==> config.mk <==
export PLATFORM = sky130hd
export DESIGN_NAME = mcu32x_mem_arbiter
export DESIGN_NICKNAME = d
export VERILOG_FILES = /design/src/rtl/mcu32x_pkg.sv /design/src/rtl/mcu32x_arb_timeout.sv /design/src/rtl/mcu32x_mem_arbiter.sv
export SDC_FILE = /design/constraint.sdc
export NUM_CORES = 1
export LEC_CHECK = 0
export ABC_AREA = 0
export CAP_MARGIN = 25
export CORE_UTILIZATION = 45
export DETAILED_ROUTE_END_ITERATION = 10
export PLACE_DENSITY_LB_ADDON = 0.1
export SETUP_SLACK_MARGIN = 0.1
export SLEW_MARGIN = 10
export SYNTH_ARGS = -nofsm -noshare
export SYNTH_HDL_FRONTEND = slang
export SYNTH_HIERARCHICAL = 1
export SYNTH_SLANG_ARGS = --single-unit
==> constraint.sdc <==
create_clock -name clk -period 12.9 [get_ports clk]
set_input_delay 2.58 -clock clk [delete_from_list [all_inputs] [get_ports clk]]
set_output_delay 2.58 -clock clk [all_outputs]
set_load 0.02 [all_outputs]
==> src/rtl/mcu32x_pkg.sv <==
// rtl/mcu32x_pkg.sv - shared widths and arbiter state encodings for the MCU32X memory port
package mcu32x_pkg;

   localparam int MCU32X_ADDR_W = 32;
   localparam int MCU32X_DATA_W = 32;

   localparam logic [1:0] ARB_IDLE   = 2'd0;
   localparam logic [1:0] ARB_ACC_IF = 2'd1;
   localparam logic [1:0] ARB_ACC_D  = 2'd2;
   localparam logic [1:0] ARB_RESP   = 2'd3;

endpackage

==> src/rtl/mcu32x_arb_timeout.sv <==
// rtl/mcu32x_arb_timeout.sv - loadable saturating wait-state counter with expiry flag
module mcu32x_arb_timeout #(
   parameter int LIMIT = 255
) (
   input  logic clk,
   input  logic reset,
   input  logic clear_i,
   input  logic inc_i,
   output logic expired_o
);

   localparam int            CW   = $clog2(LIMIT + 1);
   localparam logic [CW-1:0] MAX  = CW'(LIMIT);
   localparam logic [CW-1:0] LAST = CW'(LIMIT - 1);

   logic [CW-1:0] cnt_q;
   logic [CW-1:0] cnt_d;

   // Clear has priority; otherwise count up and stick at LIMIT.
   always_comb begin
      cnt_d = cnt_q;
      if (clear_i) begin
         cnt_d = '0;
      end else if (inc_i && (cnt_q != MAX)) begin
         cnt_d = cnt_q + 1'b1;
      end
   end

   // Count register.
   always_ff @(posedge clk or posedge reset) begin
      if (reset) begin
         cnt_q <= '0;
      end else begin
         cnt_q <= cnt_d;
      end
   end

   // High in the cycle whose missing ready brings the count up to LIMIT.
   assign expired_o = (cnt_q >= LAST);

endmodule

==> src/rtl/mcu32x_mem_arbiter.sv <==
// rtl/mcu32x_mem_arbiter.sv - fetch/data arbiter for the single MCU32X memory port
module mcu32x_mem_arbiter
   import mcu32x_pkg::*;
#(
   parameter int ADDR_W       = MCU32X_ADDR_W,
   parameter int DATA_W       = MCU32X_DATA_W,
   parameter int STARVE_LIMIT = 4,
   parameter int TIMEOUT      = 255
) (
   input  logic                clk,
   input  logic                reset,
   input  logic                if_req,
   input  logic [ADDR_W-1:0]   if_addr,
   output logic [DATA_W-1:0]   if_rdata,
   output logic                if_done,
   input  logic                d_req,
   input  logic                d_we,
   input  logic [ADDR_W-1:0]   d_addr,
   input  logic [DATA_W-1:0]   d_wdata,
   input  logic [DATA_W/8-1:0] d_be,
   output logic [DATA_W-1:0]   d_rdata,
   output logic                d_done,
   output logic                err,
   output logic [ADDR_W-1:0]   mem_addr,
   output logic                mem_read,
   output logic                mem_write,
   output logic [DATA_W-1:0]   mem_wdata,
   output logic [DATA_W/8-1:0] mem_be,
   input  logic [DATA_W-1:0]   mem_rdata,
   input  logic                mem_ready
);

   localparam int            BE_W       = DATA_W / 8;
   localparam int            SW         = $clog2(STARVE_LIMIT + 1);
   localparam logic [SW-1:0] STARVE_MAX = SW'(STARVE_LIMIT);

   logic [1:0]        state_q,     state_d;
   logic [SW-1:0]     starve_q,    starve_d;
   logic              we_q,        we_d;
   logic [ADDR_W-1:0] mem_addr_q,  mem_addr_d;
   logic              mem_read_q,  mem_read_d;
   logic              mem_write_q, mem_write_d;
   logic [DATA_W-1:0] mem_wdata_q, mem_wdata_d;
   logic [BE_W-1:0]   mem_be_q,    mem_be_d;
   logic [DATA_W-1:0] if_rdata_q,  if_rdata_d;
   logic [DATA_W-1:0] d_rdata_q,   d_rdata_d;
   logic              if_done_q,   if_done_d;
   logic              d_done_q,    d_done_d;
   logic              err_q,       err_d;

   logic to_clear;
   logic to_inc;
   logic to_expired;
   logic d_wins;

   // Data wins a tie unless fetch has been passed over STARVE_LIMIT times in a row.
   assign d_wins = d_req && !(if_req && (starve_q == STARVE_MAX));

   mcu32x_arb_timeout #(
      .LIMIT (TIMEOUT)
   ) u_timeout (
      .clk       (clk),
      .reset     (reset),
      .clear_i   (to_clear),
      .inc_i     (to_inc),
      .expired_o (to_expired)
   );

   // Next-state logic: arbitration in IDLE, wait/timeout in ACC_*, one-cycle response.
   always_comb begin
      state_d     = state_q;
      starve_d    = starve_q;
      we_d        = we_q;
      mem_addr_d  = mem_addr_q;
      mem_read_d  = mem_read_q;
      mem_write_d = mem_write_q;
      mem_wdata_d = mem_wdata_q;
      mem_be_d    = mem_be_q;
      if_rdata_d  = '0;
      d_rdata_d   = '0;
      if_done_d   = 1'b0;
      d_done_d    = 1'b0;
      err_d       = 1'b0;
      to_clear    = 1'b0;
      to_inc      = 1'b0;

      case (state_q)
         ARB_IDLE: begin
            if (d_wins) begin
               state_d     = ARB_ACC_D;
               we_d        = d_we;
               mem_addr_d  = d_addr;
               mem_read_d  = !d_we;
               mem_write_d = d_we;
               mem_wdata_d = d_we ? d_wdata : '0;
               mem_be_d    = d_we ? d_be : '1;
               to_clear    = 1'b1;
               if (if_req && (starve_q != STARVE_MAX)) begin
                  starve_d = starve_q + 1'b1;
               end
            end else if (if_req) begin
               state_d     = ARB_ACC_IF;
               we_d        = 1'b0;
               mem_addr_d  = if_addr;
               mem_read_d  = 1'b1;
               mem_write_d = 1'b0;
               mem_wdata_d = '0;
               mem_be_d    = '1;
               to_clear    = 1'b1;
               starve_d    = '0;
            end
         end

         ARB_ACC_IF, ARB_ACC_D: begin
            if (mem_ready || to_expired) begin
               state_d     = ARB_RESP;
               mem_read_d  = 1'b0;
               mem_write_d = 1'b0;
               err_d       = !mem_ready;
               if (state_q == ARB_ACC_IF) begin
                  if_done_d  = 1'b1;
                  if_rdata_d = mem_ready ? mem_rdata : '0;
               end else begin
                  d_done_d   = 1'b1;
                  d_rdata_d  = (mem_ready && !we_q) ? mem_rdata : '0;
               end
            end else begin
               to_inc = 1'b1;
            end
         end

         ARB_RESP: begin
            state_d = ARB_IDLE;
         end

         default: begin
            state_d = ARB_IDLE;
         end
      endcase
   end

   // State and output registers; reset drops strobes and any pending done at once.
   always_ff @(posedge clk or posedge reset) begin
      if (reset) begin
         state_q     <= ARB_IDLE;
         starve_q    <= '0;
         we_q        <= 1'b0;
         mem_addr_q  <= '0;
         mem_read_q  <= 1'b0;
         mem_write_q <= 1'b0;
         mem_wdata_q <= '0;
         mem_be_q    <= '0;
         if_rdata_q  <= '0;
         d_rdata_q   <= '0;
         if_done_q   <= 1'b0;
         d_done_q    <= 1'b0;
         err_q       <= 1'b0;
      end else begin
         state_q     <= state_d;
         starve_q    <= starve_d;
         we_q        <= we_d;
         mem_addr_q  <= mem_addr_d;
         mem_read_q  <= mem_read_d;
         mem_write_q <= mem_write_d;
         mem_wdata_q <= mem_wdata_d;
         mem_be_q    <= mem_be_d;
         if_rdata_q  <= if_rdata_d;
         d_rdata_q   <= d_rdata_d;
         if_done_q   <= if_done_d;
         d_done_q    <= d_done_d;
         err_q       <= err_d;
      end
   end

   assign mem_addr  = mem_addr_q;
   assign mem_read  = mem_read_q;
   assign mem_write = mem_write_q;
   assign mem_wdata = mem_wdata_q;
   assign mem_be    = mem_be_q;
   assign if_rdata  = if_rdata_q;
   assign d_rdata   = d_rdata_q;
   assign if_done   = if_done_q;
   assign d_done    = d_done_q;
   assign err       = err_q;

endmodule

==> results by group, run 1 <==
Outcome
  • Outcome: finished clean

Detailed routing
  • Final WL: 16400 um
  • Routed WL per cell: 17.2 um
  • # DRC: 0
  • Initial DRC count: 313
  • TritonRoute pass-1 iters: 5
  • Vias per inst: 5.25
  • Final ANT Viol Nets: 0
  • Via count: 5005

Critical path
  • CP top delay family: buffers and inverters
  • CP Launch Type: input port
  • Crit-path cells: clkdlybuf4s50_1, buf_4, inv_1, nor2_2, buf_8, o211ai_1
  • Worst-path fanout max: 39
  • Max stage delay on crit path: 0.50 ns
  • Required @ worst endpoint: 13.17 ns
  • Critical path type: in2reg
  • Critical-path top delay cell: nor2_2
  • Worst Path Buf+Inv: 4
  • WP data arrival: 4.50 ns
  • Critical Path End Type: register

CTS
  • CTS resizes: 0
  • Inserted Clock Buffers: 17
  • Worst-path clk slew: 0.06 ns
  • CTS H-tree lvls: 4
  • Clock insertion delay at the later pin of the skew report: 0.41 ns
  • CTS tree: done
  • Clock buffer depth: 2
  • Setup bufs post-CTS: 0
  • CTS sink count: 151
  • Clk root buf: clkbuf_16
  • CTS hold repair buffers: 0

Layout
  • # fillers: 857
  • # nets final: 915
  • Register area: 0.00378 mm2
  • Layout cells sized above 1: 6.78%
  • Diode count: 0
  • Layout area overhead: 59.1%
  • Area of the multi-input gates: 0.00197 mm2
  • Final core occ: 74.3%

Global route
  • Grt ovf: 0
  • Global-route wire length before repair: 24800 um
  • Number of antenna violations at the first check in global routing: 0
  • Largest net degree at the start of global routing: 90
  • Overall Global Routing Usage: 24.3%
  • Vias in the first global route: 4901

Placement
  • DP Worst Slack: 8.27 ns
  • Count of input and output buffers: 274
  • GPL Wtd Cong: 0.801
  • DP HPWL: 11600 um

Die
  • Die H: 117 um
  • Die W: 117 um
  • Core ar.: 0.0128 mm2
  • Io pins: 275
  • Die ar.: 0.0137 mm2
  • Core Rows: 41
  • Initial Utilization: 46.7%

Synth
  • Synth top area share: 63.4%
  • Mapped Nets: 649
  • Prevailing post-synth register cell: dfrtp_1
  • Cell Area, Synth: 0.00596 mm2
  • Sequential fraction of the synthesis area: 63.4%
  • Mapped Cells: 505
  • Syn Area/Cell: 11.8 um2
  • Top-count cell post-synth: dfrtp_1
  • Ys async rst share: 100%
  • Synth top cells by count: 151 x dfrtp_1, 73 x nand2_1, 65 x and2_1
  • Ranking of synthesized cells by area: dfrtp_1 63%, and2_1 6.8%, a22o_1 4.8%, nand2_1 4.6%, o211ai_1 4.0%
  • Post-synth EDFFs: 0
  • Synth cell types: 55
  • Yosys warns: 6
  • Area leader, netlist: dfrtp_1
  • Register bit count reported by yosys: 151

Power
  • LEAKAGE: 4.14 nW
  • Peak supply drop: 114 uV
  • Power per cell area: 224 mW/mm2
  • Gate power share: 42.1%
  • Clock power frac: 24.2%
  • Sw frac: 34.7%
  • P_sw: 0.738 mW
  • Pint: 1.39 mW
  • Sequential group share of total power: 33.6%

Timing
  • Slew Limit Fails: 0
  • Max Clk Rate: 237 MHz
  • Worst Max-Slew Pin Slew: 0.788 ns
  • Period utilisation layout: 32.7%
  • Final worst setup slack: 8.68 ns
  • Setup repair after global routing missed its margin: no
  • Max_slew headroom: 47.5%
  • Final setup fails: 0
  • Worst hold margin: 0.501 ns
  • Final Critical Period: 4.22 ns
  • Final clock skew: 0.00550 ns
  • Sum Neg Setup Slack: 0 ns
  • Final count of hold timing violations: 0

Run
  • Max-cap violations: 0

Hold path
  • Tightest Hold Check Type: reg2reg
==> worst paths after layout <==
path	from	endpoint	slack (ns)	cells past startpoint
worst min-delay path	mem_addr[26]$_DFFE_PP0P_	mem_addr[26]$_DFFE_PP0P_	0.50	2
max in group asynchronous	reset	if_rdata[22]$_DFF_PP0_	9.03	3
worst max-delay path	d_req	mem_addr[8]$_DFFE_PP0P_	8.68	6
min in group asynchronous	reset	u_timeout/cnt_q[4]$_DFFE_PP0P_	2.56	2
worst max register to register	u_timeout/cnt_q[0]$_DFFE_PP0P_	u_timeout/cnt_q[3]$_DFFE_PP0P_	10.57	8
worst min register to register	mem_addr[26]$_DFFE_PP0P_	mem_addr[26]$_DFFE_PP0P_	0.50	2
==> registers in the layout, indices dropped and copies added (netlist names), 2 cells and up <==
register / flops
if_rdata: 32
mem_be: 4
mem_addr: 32
state_q: 2
starve_q: 3
d_rdata: 32
mem_wdata: 32
u_timeout/cnt_q: 8
==> cell families after synthesis <==
kind of cell	count (synthesis)	share of synthesized area, %
AND/OR/NAND/NOR	203	18.7
flip-flops	151	63.4
AO/OA/AOI/OAI	94	12.7
buffers and inverters	50	3.80
adder cells (fa/ha/maj)	6	1.26
multiplexers	1	0.189
==> per-stage QoR <==
stage	instances	power [mW]	cell area (um2)
4_1_cts	953	2.14	9470
5_1_grt	954	2.24	9490
3_3_place_gp	921	1.58	8810
3_5_place_dp	923	1.62	8850
2_1_floorplan	505	1.19	5960
6_report	954	2.12	9490
==> power groups by stage <==
stage / sequential, mW / combinational [mW] / clock [mW]
6_report: 0.715 / 0.895 / 0.515
5_1_grt: 0.730 / 0.963 / 0.543
4_1_cts: 0.714 / 0.901 / 0.524
3_5_place_dp: 0.719 / 0.898 / 0
3_3_place_gp: 0.716 / 0.868 / 0
2_1_floorplan: 0.886 / 0.304 / 0
==> cells in the final DEF, fill, tap and decap left out, types with 2 or more instances in the layout <==
cell,instances
and3_4,2
and3_1,3
clkdlybuf4s50_1,274
dfrtp_1,151
buf_4,6
a22o_1,33
nand2_1,73
a311oi_1,3
clkbuf_8,6
bufinv_16,3
o211ai_1,32
ha_1,6
or3b_1,2
o22a_1,4
inv_1,12
and2_1,65
nand4_1,32
clkbuf_16,17
nor2_1,4
clkinv_2,2
a31oi_1,6
buf_8,2
a21oi_1,2
nand3_1,6
==> routing by layer <==
layer	GRT usage, %	share of wire, %	wire, um	up-vias
met5	0	0	0	-
met4	10.3	2.1	344	0
met3	7.78	9.0	1470	23
met2	41.9	51	8350	235
met1	27.8	38	6230	2435
li1	-	-	-	2312
==> tightest hold or removal path, delay by kind of cell (launching register included) <==
kind | cells | cell delay (ns)
flip-flops | 1 | 0.34
AO/OA/AOI/OAI | 1 | 0.07
AND/OR/NAND/NOR | 1 | 0.05
==> area by class of cell <==
cell class                 instances  area share, %
clock buffer                      23           5.35
clock inverter                     7           1.23
inverter                          14          0.607
multi-input combinational        304           20.7
sequential                       151           39.8
tap                              172           2.27
timing repair buffer             283           30.0
Power figures use the tool's default switching activity.
==> run 2, diff against run 1 <==
- CORE_UTILIZATION: 45 -> 37
- clock period: 12.9 -> 3.4 ns (I/O delays scaled with it)
==> run 2 against run 1 <==
  * Clock skew increased by 0.0023 ns
  * Via count decreased by 1.9%
  * Routed wire length increased by 1.4%
  * Clock power increased to 3.5 times the previous value
  * Die area increased by 21%
  * Combinational power increased to 3.8 times the previous value
  * Hold slack got worse by 0.0041 ns
  * Critical path depth unchanged
  * Sequential share of layout area about the same
==> results by group, run 2 (same netlist as run 1, synthesis figures left out) <==
Outcome
  • Outcome: finished clean

Timing
  • Setup repair after global routing missed its margin: no
  • Worst Max-Slew Pin Slew: 0.802 ns (+0.0139 ns)
  • Max Clk Rate: 433 MHz
  • Sum Neg Setup Slack: 0 ns (unchanged)
  • Period utilisation layout: 67.9%
  • Final clock skew: 0.00783 ns (+0.00233 ns)
  • Slew Limit Fails: 0 (unchanged)
  • Final Critical Period: 2.31 ns
  • Final count of hold timing violations: 0 (unchanged)
  • Worst hold margin: 0.497 ns (-0.00414 ns)
  • Max_slew headroom: 46.5% (-1.0 points)
  • Final setup fails: 0 (unchanged)

Critical path
  • WP depth: 6 (unchanged)
  • Critical-path top delay cell: clkdlybuf4s50_1
  • CP top delay family: buffers and inverters
  • Worst-path fanout max: 24 (-38%)
  • Worst Path Buf+Inv: 4 (unchanged)
  • Crit path to: mem_addr[7]$_DFFE_PP0P_
  • CP Launch Type: input port
  • WP data arrival: 2.58 ns (-1.92 ns)
  • Reg-to-Reg End: u_timeout/cnt_q[6]$_DFFE_PP0P_
  • Critical Path End Type: register
  • Crit-path cells: clkdlybuf4s50_1, buf_4, inv_1, nor2_2, buf_4, o211ai_1
  • Required @ worst endpoint: 3.68 ns (-9.49 ns)
  • Max stage delay on crit path: 0.55 ns (+0.05 ns)
  • CP Launch Point: d_req
  • Crit path top cell by count: buf_4
  • Critical path type: in2reg
  • Worst reg2reg path startpoint: u_timeout/cnt_q[2]$_DFFE_PP0P_
  • R2R cell count: 7 (-1)
  • Flop2flop setup slack: 1.12 ns (-9.45 ns)

Die
  • Initial Utilization: 37.7% (-9.0 points)
  • Io pins: 275 (unchanged)
  • Core ar.: 0.0158 mm2 (+24%)
  • Die ar.: 0.0166 mm2 (+21%)
  • Core Rows: 46 (+12%)
  • Die W: 129 um (+10%)
  • Die H: 129 um (+10%)

Global route
  • Largest net degree at the start of global routing: 100 (+11%)
  • Global-route wire length before repair: 25700 um (+3.6%)
  • Overall Global Routing Usage: 20.3% (-4.0 points)
  • Vias in the first global route: 4940 (+0.80%)
  • Grt ovf: 0 (unchanged)
  • Number of antenna violations at the first check in global routing: 0 (unchanged)

Power
  • Gate power share: 43.0% (+0.9 points)
  • Clock power frac: 23.1% (-1.1 points)
  • Sw frac: 35.7% (+0.95 points)
  • Pint: 5.09 mW (+270%)
  • P_sw: 2.82 mW (+280%)
  • Peak supply drop: 340 uV (+200%)
  • Power per cell area: 834 mW/mm2 (+270%)
  • Sequential group share of total power: 33.9% (+0.3 points)
  • LEAKAGE: 4.11 nW (-0.76%)

Placement
  • Count of input and output buffers: 274 (unchanged)
  • GPL Wtd Cong: 0.796 (-0.59%)
  • Placed instance area: 0.00891 mm2 (+0.69%)
  • DP HPWL: 11500 um (-0.80%)

Layout
  • Layout cells sized above 1: 6.88% (+0.10 points)
  • Most common cell after layout, fill and taps aside: clkdlybuf4s50_1
  • # nets final: 917 (+0.22%)
  • Layout area overhead: 59.0% (about the same)
  • # fillers: 1284 (+50%)
  • Post-route cell area: 0.00948 mm2 (about the same)
  • Diode count: 0 (unchanged)
  • Commonest non-fill, non-tap cells in the layout: 274 x clkdlybuf4s50_1, 151 x dfrtp_1, 73 x nand2_1, 65 x and2_1, 33 x a22o_1

Detailed routing
  • Via count: 4909 (-1.9%)
  • TritonRoute pass-1 iters: 4 (-1)
  • Initial DRC count: 269 (-14%)
  • # DRC: 0 (unchanged)
  • Final WL: 16600 um (+1.4%)
  • Vias per inst: 4.90 (-6.5%)
  • Final ANT Viol Nets: 0 (unchanged)
  • Routed WL per cell: 16.6 um (-3.4%)

CTS
  • CTS resizes: 0 (unchanged)
  • Clock insertion delay at the later pin of the skew report: 0.41 ns (about the same)
  • Clk root buf: clkbuf_16
  • CTS tree: done
  • Worst-path clk slew: 0.06 ns (about the same)
  • CTS sink count: 151 (unchanged)
  • Clock buffer depth: 2 (unchanged)
  • Inserted Clock Buffers: 17 (unchanged)
  • Setup bufs post-CTS: 0 (unchanged)
  • CTS H-tree lvls: 4 (unchanged)
  • CTS hold repair buffers: 0 (unchanged)

Hold path
  • Tightest Hold Check Type: reg2reg
  • HP Start: mem_addr[13]$_DFFE_PP0P_

Run
  • Max-cap violations: 0 (unchanged)
## run 2: final cells by class
class	count	area (um2)	area share [%]
sequential	151	3780	39.9
timing repair buffer	285	2840	29.9
multi-input combinational	304	1970	20.7
clock buffer	20	447	4.71
tap	216	270	2.85
clock inverter	11	125	1.32
inverter	14	56.3	0.594
## run 2: tightest hold or removal path, stage by stage, from the launching register on
cell and delay [ns]:
dfrtp_1 0.34, nand2_1 0.05, o211ai_1 0.07
## run 2: worst min path at each step
stage	endpoint	slack [ns]	depth (start not counted)
2_1_floorplan	we_q$_DFFE_PP0P_	0.47	2
3_5_place_dp	mem_addr[20]$_DFFE_PP0P_	0.49	2
5_1_grt	mem_wdata[31]$_DFFE_PP0P_	0.52	1
3_3_place_gp	mem_addr[7]$_DFFE_PP0P_	0.48	2
4_1_cts	mem_addr[10]$_DFFE_PP0P_	0.50	2
6_report	mem_addr[13]$_DFFE_PP0P_	0.50	2
## run 2: through the flow
step                      std cells  util (%)  power (mW)  setup WS, ns
final                          1001      59.9        7.91          1.09
after global routing           1001      59.9        8.35         0.953
after CTS                      1001      59.9        8.01          1.14
after detailed placement        970      56.3        6.14         0.705
after global placement          970      56.3        6.07         0.744
after floorplan                 505         -        4.52         0.929
## run 2: power groups by stage
stage               Sequential (mW)  Combinational (mW)  Clock, mW
finish                         2.68                3.40       1.82
global route                   2.75                3.65       1.95
CTS                            2.69                3.45       1.87
detailed placement             2.71                3.43          0
global placement               2.69                3.38          0
floorplan                      3.36                1.15          0
## run 2: metal layers
layer | wire [um] | up-vias | global-route usage, %
li1 | - | 2312 | -
met2 | 8550 | 201 | 35.5
met5 | 0 | - | 0
met4 | 144 | 0 | 7.13
met3 | 1330 | 10 | 5.90
met1 | 6600 | 2386 | 23.8
==> run 3, diff against run 2 <==
- clock period: 3.4 -> 1.9 ns (I/O delays scaled with it)
==> run 3 against run 2 <==
  * The flow now finishes with violations (setup timing)
  * Routed wire length increased by 0.26%
  * Sequential power grew 78%
  * Design area up 4.3%
  * Count of clock-buffer cells in the layout shrank 2
  * Critical path type is now reg2reg
  * Critical endpoint is now u_timeout/cnt_q[7]$_DFFE_PP0P_
  * Largest power group unchanged
==> results by group, run 3 (same netlist as run 1, synthesis figures left out) <==
Global route
  • GRT busiest layer: met2
  • Largest net degree at the start of global routing: 63 (-37%)
  • Met3 Usage GRT: 6.28% (+0.37 points)
  • Met1 Use GR: 24.3% (+0.54 points)
  • Overall Global Routing Usage: 20.8% (+0.54 points)
  • Met2 Track Usage GR: 34.8% (-0.64 points)
  • Vias in the first global route: 5107 (+3.4%)
  • Global-route wire length before repair: 26300 um (+2.5%)
  • Grt ovf: 0 (unchanged)
  • Number of antenna violations at the first check in global routing: 0 (unchanged)

Critical path
  • Worst-path fanout max: 6 (-75%)
  • CP Launch Type: register
  • Required @ worst endpoint: 2.19 ns (-1.49 ns)
  • Critical path type: reg2reg
  • WP data arrival: 2.22 ns (-0.36 ns)
  • Critical Path End Type: register
  • R2R cell count: 7 (unchanged)

Timing
  • Worst hold margin: 0.295 ns (-0.202 ns)
  • Final Critical Period: 1.93 ns
  • Final worst setup slack: -0.0253 ns (-1.12 ns)
  • Setup repair after global routing missed its margin: yes
  • Slew Limit Fails: 0 (unchanged)
  • Sum Neg Setup Slack: -0.0475 ns (-0.0475 ns)
  • Worst Max-Slew Pin Slew: 0.371 ns (-0.431 ns)
  • Final setup fails: 3 (+3)
  • Max_slew headroom: 75.3% (+29 points)
  • Final clock skew: 0.00708 ns (-0.000750 ns)
  • Max Clk Rate: 519 MHz
  • Final count of hold timing violations: 0 (unchanged)
  • Period utilisation layout: 101%

Detailed routing
  • # DRC: 0 (unchanged)
  • TritonRoute pass-1 iters: 6 (+2)
  • Initial DRC count: 196 (-27%)
  • Final ANT Viol Nets: 0 (unchanged)
  • Final WL: 16700 um (+0.26%)
  • Routed WL per cell: 16.2 um (-2.2%)
  • Vias per inst: 4.93 (+0.52%)
  • Via count: 5058 (+3.0%)

Run
  • Max-cap violations: 0 (unchanged)

CTS
  • CTS tree: done
  • Clock buffer depth: 2 (unchanged)
  • CTS H-tree lvls: 4 (unchanged)
  • CTS hold repair buffers: 0 (unchanged)
  • Clock insertion delay at the later pin of the skew report: 0.42 ns (about the same)
  • Inserted Clock Buffers: 17 (unchanged)
  • CTS sink count: 151 (unchanged)
  • Worst-path clk slew: 0.06 ns (about the same)
  • Clk root buf: clkbuf_16

Layout
  • Post-route cell area: 0.00989 mm2 (+4.3%)
  • # fillers: 1269 (-1.2%)
  • # nets final: 942 (+2.7%)
  • Diode count: 0 (unchanged)
  • Layout cells sized above 1: 11.2% (+4.4 points)
  • Layout area overhead: 65.8%
  • Register area: 0.00378 mm2 (unchanged)
  • Most common cell after layout, fill and taps aside: clkdlybuf4s50_1
  • Commonest non-fill, non-tap cells in the layout: 220 x clkdlybuf4s50_1, 151 x dfrtp_1, 73 x nand2_1, 65 x and2_1, 47 x dlymetal6s2s_1
  • Area of the multi-input gates: 0.00203 mm2 (+3.0%)

Power
  • Gate power share: 44.5% (+1.5 points)
  • Peak supply drop: 773 uV (+130%)
  • Clock power frac: 21.9% (-1.2 points)
  • Pint: 9.09 mW (+79%)
  • P_sw: 5.14 mW (+82%)
  • LEAKAGE: 4.89 nW (+19%)
  • Power per cell area: 1440 mW/mm2 (+73%)
  • Sw frac: 36.1% (+0.44 points)
  • Sequential group share of total power: 33.5% (-0.4 points)

Placement
  • Count of input and output buffers: 274 (unchanged)
  • Placed instance area: 0.00915 mm2 (+2.7%)
  • DP HPWL: 12000 um (+5.1%)
  • GPL Wtd Cong: 0.842 (+5.8%)
  • DP Worst Slack: -0.176 ns (-0.881 ns)

Die
  • Core ar.: 0.0158 mm2 (unchanged)
  • Core Rows: 46 (unchanged)
  • Die W: 129 um (unchanged)
  • Die H: 129 um (unchanged)
  • Die ar.: 0.0166 mm2 (unchanged)
  • Io pins: 275 (unchanged)
  • Initial Utilization: 37.7% (unchanged)

Hold path
  • Tightest Hold Check Type: in2async

Outcome
  • Outcome: finished with violations
  • Failing checks: setup timing
==> run 3: cell count changes in the layout (fill, tap and decap cells not counted), moves of 2 or more <==
cell             delta
buf_6               +2
clkdlybuf4s50_1    -54
buf_4              +18
dlygate4sd2_1       +7
dlymetal6s2s_1     +47
inv_1               -2
buf_12              +5
inv_6               +2
==> run 3: power groups by stage <==
stage	combinational [mW]	clock (mW)	sequential (mW)
final	6.34	3.12	4.77
after global routing	6.81	3.35	4.90
after CTS	6.45	3.19	4.79
after detailed placement	6.45	0	4.82
after global placement	6.33	0	4.81
after floorplan	2.10	0	6.01
==> run 3: final timing paths <==
kind,from,to,slack [ns]
max,u_timeout/cnt_q[1]$_DFFE_PP0P_,u_timeout/cnt_q[7]$_DFFE_PP0P_,-0.03
min,reset,err$_DFF_PP0_,0.29
max reg2reg,u_timeout/cnt_q[1]$_DFFE_PP0P_,u_timeout/cnt_q[7]$_DFFE_PP0P_,-0.03
min reg2reg,mem_addr[0]$_DFFE_PP0P_,mem_addr[0]$_DFFE_PP0P_,0.49
max in group asynchronous,reset,mem_addr[3]$_DFFE_PP0P_,0.97
min in group clk,mem_addr[0]$_DFFE_PP0P_,mem_addr[0]$_DFFE_PP0P_,0.49
==> run 3: metal layers <==
layer  vias to the layer above  routed length [um]  share of wire [%]
met5                         -                   0                  0
met4                         0                 578                3.5
met3                        37                1250                7.5
met2                       211                8280                 50
met1                      2449                6560                 39
li1                       2361                   -                  -
==> run 3: stage by stage <==
| stage | utilization, % | instances | power (mW) |
|---|---|---|---|
| floorplan | - | 505 | 8.11 |
| global placement | 57.8 | 992 | 11.1 |
| detailed placement | 57.8 | 992 | 11.3 |
| CTS | 61.5 | 1025 | 14.4 |
| global route | 62.5 | 1026 | 15.1 |
| finish | 62.5 | 1026 | 14.2 |
==> run 3: critical path, cell delays in order, from the launching register on <==
cell	delay [ns]
dfrtp_1	0.42
ha_4	0.17
o2111a_1	0.23
or3b_4	0.39
inv_4	0.08
and3_4	0.23
and4b_1	0.21
a211oi_2	0.07
==> run 3: cell type report <==
cell class	count	area share, %
clock inverters	13	1.25
flip-flops and latches	151	38.2
inverters	14	0.595
repair buffers	310	32.4
multi-input cells	304	20.5
well taps	216	2.73
clock buffers	18	4.34
==> run 3: repair_timing <==
| item | in CTS | in global routing |
|---|---|---|
| buffers inserted | 2 | 1 |
| resized for setup | 13 | 52 |
| pin swaps | 7 | 4 |
| setup endpoints to repair | 14 | 54 |
